--- config.mk ---
export PLATFORM = sky130hd
export DESIGN_NAME = line_burst_adapter
export DESIGN_NICKNAME = d
export VERILOG_FILES = /design/src/rtl/line_burst_adapter.sv
export SDC_FILE = /design/constraint.sdc
export NUM_CORES = 1
export LEC_CHECK = 0
export BUFFER_PORTS_ARGS = -buffer_cell sky130_fd_sc_hd__buf_2
export CAP_MARGIN = 10
export CORE_AREA = 3 3 279 281
export DETAILED_ROUTE_END_ITERATION = 8
export DIE_AREA = 0 0 282 284
export PLACE_DENSITY_LB_ADDON = 0.2
export REMOVE_ABC_BUFFERS = 1
export SETUP_SLACK_MARGIN = 0.4
export SLEW_MARGIN = 15
export SYNTH_ARGS = -nofsm -noshare
export SYNTH_HDL_FRONTEND = slang
export SYNTH_SLANG_ARGS = --single-unit
export TNS_END_PERCENT = 20
--- constraint.sdc ---
create_clock -name clk -period 12.05 [get_ports clk]
set_input_delay 1.205 -clock clk [delete_from_list [all_inputs] [get_ports clk]]
set_output_delay 1.205 -clock clk [all_outputs]
set_load 0.01 [all_outputs]
--- src/rtl/line_burst_adapter.sv ---
// Whole-line to multi-beat burst adapter between the cache and main memory.
// A single FSM drives fixed-length, ascending-order bursts and tolerates stalled beats.
module line_burst_adapter #(
  parameter int s_line    = 256,
  parameter int s_burst   = 64,
  parameter int num_beats = s_line / s_burst,
  parameter int s_offset  = 5
) (
  input  logic               clk,
  input  logic               rst,
  input  logic               line_read,
  input  logic               line_write,
  input  logic [31:0]        line_address,
  input  logic [s_line-1:0]  line_wdata,
  output logic [s_line-1:0]  line_rdata,
  output logic               line_resp,
  output logic               mem_read,
  output logic               mem_write,
  output logic [31:0]        mem_address,
  output logic [s_burst-1:0] mem_wdata,
  input  logic [s_burst-1:0] mem_rdata,
  input  logic               mem_resp
);

  localparam int cnt_w = $clog2(num_beats);
  localparam logic [31:0] off_mask = ~((32'd1 << s_offset) - 32'd1);
  localparam logic [cnt_w-1:0] last_beat = cnt_w'(num_beats - 1);

  typedef enum logic [1:0] {
    IDLE  = 2'd0,
    READ  = 2'd1,
    WRITE = 2'd2,
    DONE  = 2'd3
  } state_t;

  state_t                                state_r;
  logic [cnt_w-1:0]                      cnt_r;
  logic [31:0]                           addr_r;
  logic [num_beats-1:0][s_burst-1:0]     buf_r;

  // Request acceptance, beat transfer and completion sequencing.
  always_ff @(posedge clk or posedge rst) begin
    if (rst) begin
      state_r <= IDLE;
      cnt_r   <= '0;
      addr_r  <= 32'd0;
      buf_r   <= '0;
    end else begin
      case (state_r)
        IDLE: begin
          if (line_read) begin
            addr_r  <= line_address;
            cnt_r   <= '0;
            state_r <= READ;
          end else if (line_write) begin
            addr_r  <= line_address;
            buf_r   <= line_wdata;
            cnt_r   <= '0;
            state_r <= WRITE;
          end else begin
            state_r <= IDLE;
          end
        end
        READ: begin
          if (mem_resp) begin
            buf_r[cnt_r] <= mem_rdata;
            cnt_r        <= cnt_r + 1'b1;
            state_r      <= (cnt_r == last_beat) ? DONE : READ;
          end else begin
            state_r <= READ;
          end
        end
        WRITE: begin
          if (mem_resp) begin
            cnt_r   <= cnt_r + 1'b1;
            state_r <= (cnt_r == last_beat) ? DONE : WRITE;
          end else begin
            state_r <= WRITE;
          end
        end
        DONE: begin
          state_r <= IDLE;
        end
        default: begin
          state_r <= IDLE;
        end
      endcase
    end
  end

  // Handshake outputs depend on state alone, so reset removes them without a clock edge.
  assign mem_read    = (state_r == READ);
  assign mem_write   = (state_r == WRITE);
  assign line_resp   = (state_r == DONE);
  assign mem_address = addr_r & off_mask;
  assign mem_wdata   = buf_r[cnt_r];
  assign line_rdata  = buf_r;

endmodule

Word-level counts from Yosys, hierarchy flattened --
Index checks and enable logic that the tools add are counted. Widths: inputs -> output; s select.
Storage, ports and cells: bits in registers 292, input bits 357, output and inout bits 355, word-level logic and storage cells 50
Cells by class: add/subtract/negate cells 1, order comparisons 2, equal/unequal tests 9, muxes and demuxes 22, reductions and logical operators 9
Operators with widths (number):
- $mux 256 | 3
- $pmux 256 s2 | 1
- $bwmux 256 | 1
- $bmux 64 s2 | 1
- $demux 64 s2 | 1
- $mux 64 | 2
- $mux 32 | 2
- $mux 2 | 7
- $pmux 2 s4 | 1
- $eq 2x2->1 const B | 3
- $reduce_bool 2->1 | 3
- $ne 2x1->1 const B | 2
- $ne 2x2->1 const B | 2
- $pmux 2 s2 | 1
- $reduce_and 4->1 | 1
- $lt 2x3->1 const B | 1
- $ne 3x3->1 const B | 1
- $reduce_and 3->1 | 1
- $add 2x1->2 const B | 1
- $eq 2x1->1 const B | 1
- $ge 2x1->1 const B | 1
- $logic_not 2->1 | 1
- $mux 1 | 2
- $reduce_and 2->1 | 1
- other kinds (2) | 2

Longest topological paths before layout --
depth after elaboration 7, depth in mapped cells 11, gate-level depth less buffers 6

Worst setup path before layout --
Ideal clock, no wire load.
path kind register to output, start point register cnt_r[0], end point output mem_wdata[34], arrival time 1438 ps, required time 10845 ps, path slack 9407 ps, cell stages (with the launch flop) 4, buffers on the path 2, path through dfrtp_1 > buf_4 > buf_2 > mux4_2
Between the ends: longest elaborated chain between the ends 2
Ends and longest elaborated chain:
- start, declared | RTL line 37 | logic [cnt_w-1:0] cnt_r;
- start signal, assigned | RTL line 67 | cnt_r <= cnt_r + 1'b1;
- start signal, assigned | RTL line 75 | cnt_r <= cnt_r + 1'b1;
- $bmux 64 s2 | RTL line 96 | assign mem_wdata = buf_r[cnt_r];
- $mux 64 (implied by the code) | RTL line 96
- end, declared | RTL line 20 | output logic [s_burst-1:0] mem_wdata,
No other way between the ends. The select of a mux whose other input is x is not followed.

Worst setup path after layout --
start point register cnt_r[0], end point output mem_wdata[35]
Same word-level chain as after synthesis.

==> reports/results.ini <==
[cts]
cts_htree_levels = 2
cts_setup_buffers = 0
hold_buffers = 0
cts_resized = 0
cts_tree = built
cts_sinks = 287
cts-root-buf = clkbuf_16
path_clk_slew_ps = 50
cts_max_path_buffers = 3
numCtsBuffers = 37
clock_latency_ps = 550

[timing]
fin_setup_tns_ps = 0
worst_pin_slew_ps = 1150
slew_headroom = 0.233
rsz0062_at_grt = no
holdWs_ps = 495
fmax_ghz = 0.234
fin_crit_sh = 0.354
finalCriticalPeriod_ps = 4270
setup_viol = 0
hold_viol = 0
drv_slew = 0
fin_worst_skew_ps = 14.1

[setup_path]
crit_buf_inv = 2
cp_top_family = flip-flops
slowest_stage = dfrtp_4
crit_type = register to output port
crit_fanout = 41
startpoint_type = register
critPathArrivalTime_ps = 3060
crit_path_cell_trace = buf_4, mux4_2, buf_2
max_stage_delay_ps = 980
cp.required_ps = 10850
crit_path_end_kind = output port

[synth]
ys_ff_latch = 287
ys_async_sr_fraction = 1.00
synth_top_area_share = 0.453
syn_area_sq_um = 15900
synth-edff-count = 0
netlist.top_cell.by_area = dfrtp_1
synth_most_common_cell = dfrtp_1
ys_warn_count = 0
synthCells = 1533
syn-mean-instance-area_sq_um = 10.3
ys.flop_type = dfrtp_1
synthTopCellsByCount = 287 x dfrtp_1, 165 x a21oi_1, 146 x nor2b_1, 117 x nand3_1
seq_area_frac_synth = 0.453
synth_area_leaders = dfrtp_1 45%, mux4_2 9.1%, a32oi_1 6.3%
synth_cell_types = 33

[worst_hold_path]
hp-class = register to register

[placed_design]
gp_congestion = 0.842
io_buffers = 701
dp_hpwl_mm = 51.0

[route]
drt-initial-drc-count = 968
drtAntennaViolNets = 0
post_drt_wl_per_cell_um = 24.2
drt_pass1_iterations = 7
drc = 0
via_count = 15800
viasPerCell = 5.04
wl_mm = 76.0

[die]
die_h_um = 284
coreArea_sq_um = 75700
fp.dieW_um = 282
dieArea_sq_um = 80100
start_util = 0.209
ios = 712
rows = 101

[final_layout]
drive_above_1_share = 0.411
area_growth_pct = 33.9
nets = 2502

[global_route]
grt_max_degree = 107
grt_pass1_vias = 16100
grt_use_total = 0.182
antenna_found_initial = 10
grt-ovfl-total = 0
grt_pass1_wl_mm = 111

[status]
status = completed

[power]
p_leak_uw = 0.00947
peakVddDrop_uv = 274
pwr_density_cell_nw_per_um2 = 330

[flow_run]
drv_cap = 0

-- worst reg2reg max path, delay by kind of cell, from the launching register on --
kind                       cells  cell delay (ps)
buffers and inverters          3             1690
adders and majority gates      1              520
and+or+nand+nor                2              520
DFF                            1              400
muxes                          1              260
AOI/OAI and AO/OA              1              190
-- worst paths after layout --
kind                       cells after the start  slack (ps)              end       start
min in group asynchronous                      2         810       addr_r[15]         rst
hold / removal                                 1         500       addr_r[18]  addr_r[18]
max in group asynchronous                      4        8940  line_rdata[128]         rst
hold reg to reg                                1         500       addr_r[18]  addr_r[18]
setup / recovery                               3        7780    mem_wdata[35]    cnt_r[0]
setup reg to reg                               8        8410  line_rdata[228]  state_r[1]
-- layout make-up --
| cell class | count | area (sq um) |
|---|---|---|
| Fill cell | 8139 | 54500 |
| Multi-Input combinational cell | 1079 | 7890 |
| Sequential cell | 287 | 7190 |
| Timing Repair Buffer | 725 | 3690 |
| Tap cell | 978 | 1220 |
| Clock buffer | 56 | 1120 |
| Clock inverter | 8 | 71.3 |
| Inverter | 6 | 30.0 |
| Antenna cell | 5 | 12.5 |
-- flip-flops by register name, indices dropped and copies added (netlist names) --
| name | cells |
|---|---|
| line_rdata | 256 |
| addr_r | 27 |
| cnt_r | 2 |
| state_r | 2 |
-- logic make-up (layout without fill, tap and decap cells) --
| family | after synthesis | after routing | share of synthesized area |
|---|---|---|---|
| AO/OA/AOI/OAI | 409 | 409 | 0.180 |
| adder cells (fa/ha/maj) | 9 | 9 | 0.00710 |
| buffers and inverters | 171 | 795 | 0.0547 |
| flip-flops | 287 | 287 | 0.453 |
| multiplexers | 92 | 92 | 0.111 |
| other | 1 | 10 | 0.000237 |
| AND/OR/NAND/NOR | 564 | 564 | 0.194 |
-- placed cells by master (no fill, tap or decap), types with 2 or more instances in the layout --
cell type,n
buf_2,701
a32oi_1,114
dfrtp_1,285
nand3b_1,114
diode_2,5
nor2b_4,2
and2_4,3
a21oi_1,165
mux4_2,64
clkbuf_16,39
clkinv_2,5
nand2_1,114
clkbuf_1,9
conb_1,5
o21ai_0,2
a31oi_1,43
nand3_1,117
buf_4,24
nor2b_1,143
clkbuf_8,8
inv_1,5
o2bb2ai_1,78
dfrtp_4,2
mux2_2,27
nand2b_2,2
nor2_1,66
ha_1,7
-- through the flow --
stage	util	power, uW	instance area, sq um	worst slack [ps]	cells
finish	0.280	7000	21200	7780	3144
global route	0.280	7500	21200	7540	3143
CTS	0.280	7100	21200	7600	3139
detailed placement	0.265	5950	20000	8200	3075
global placement	0.264	5880	20000	8270	3075
floorplan	-	4260	15000	2920	1372
-- routing by layer --
metal	up-vias	wire, um	GRT usage
met5	-	42	0
li1	6956	-	-
met4	8	1740	0.0522
met1	8058	30800	0.227
met2	694	38100	0.316
met3	120	5290	0.0375
-- power by group --
group          total, uW  internal (uW)  switching, uW
Clock               1110            660            448
Sequential          2050           1490            557
Combinational       3840           1510           2330
Power figures use the tool's default switching activity.
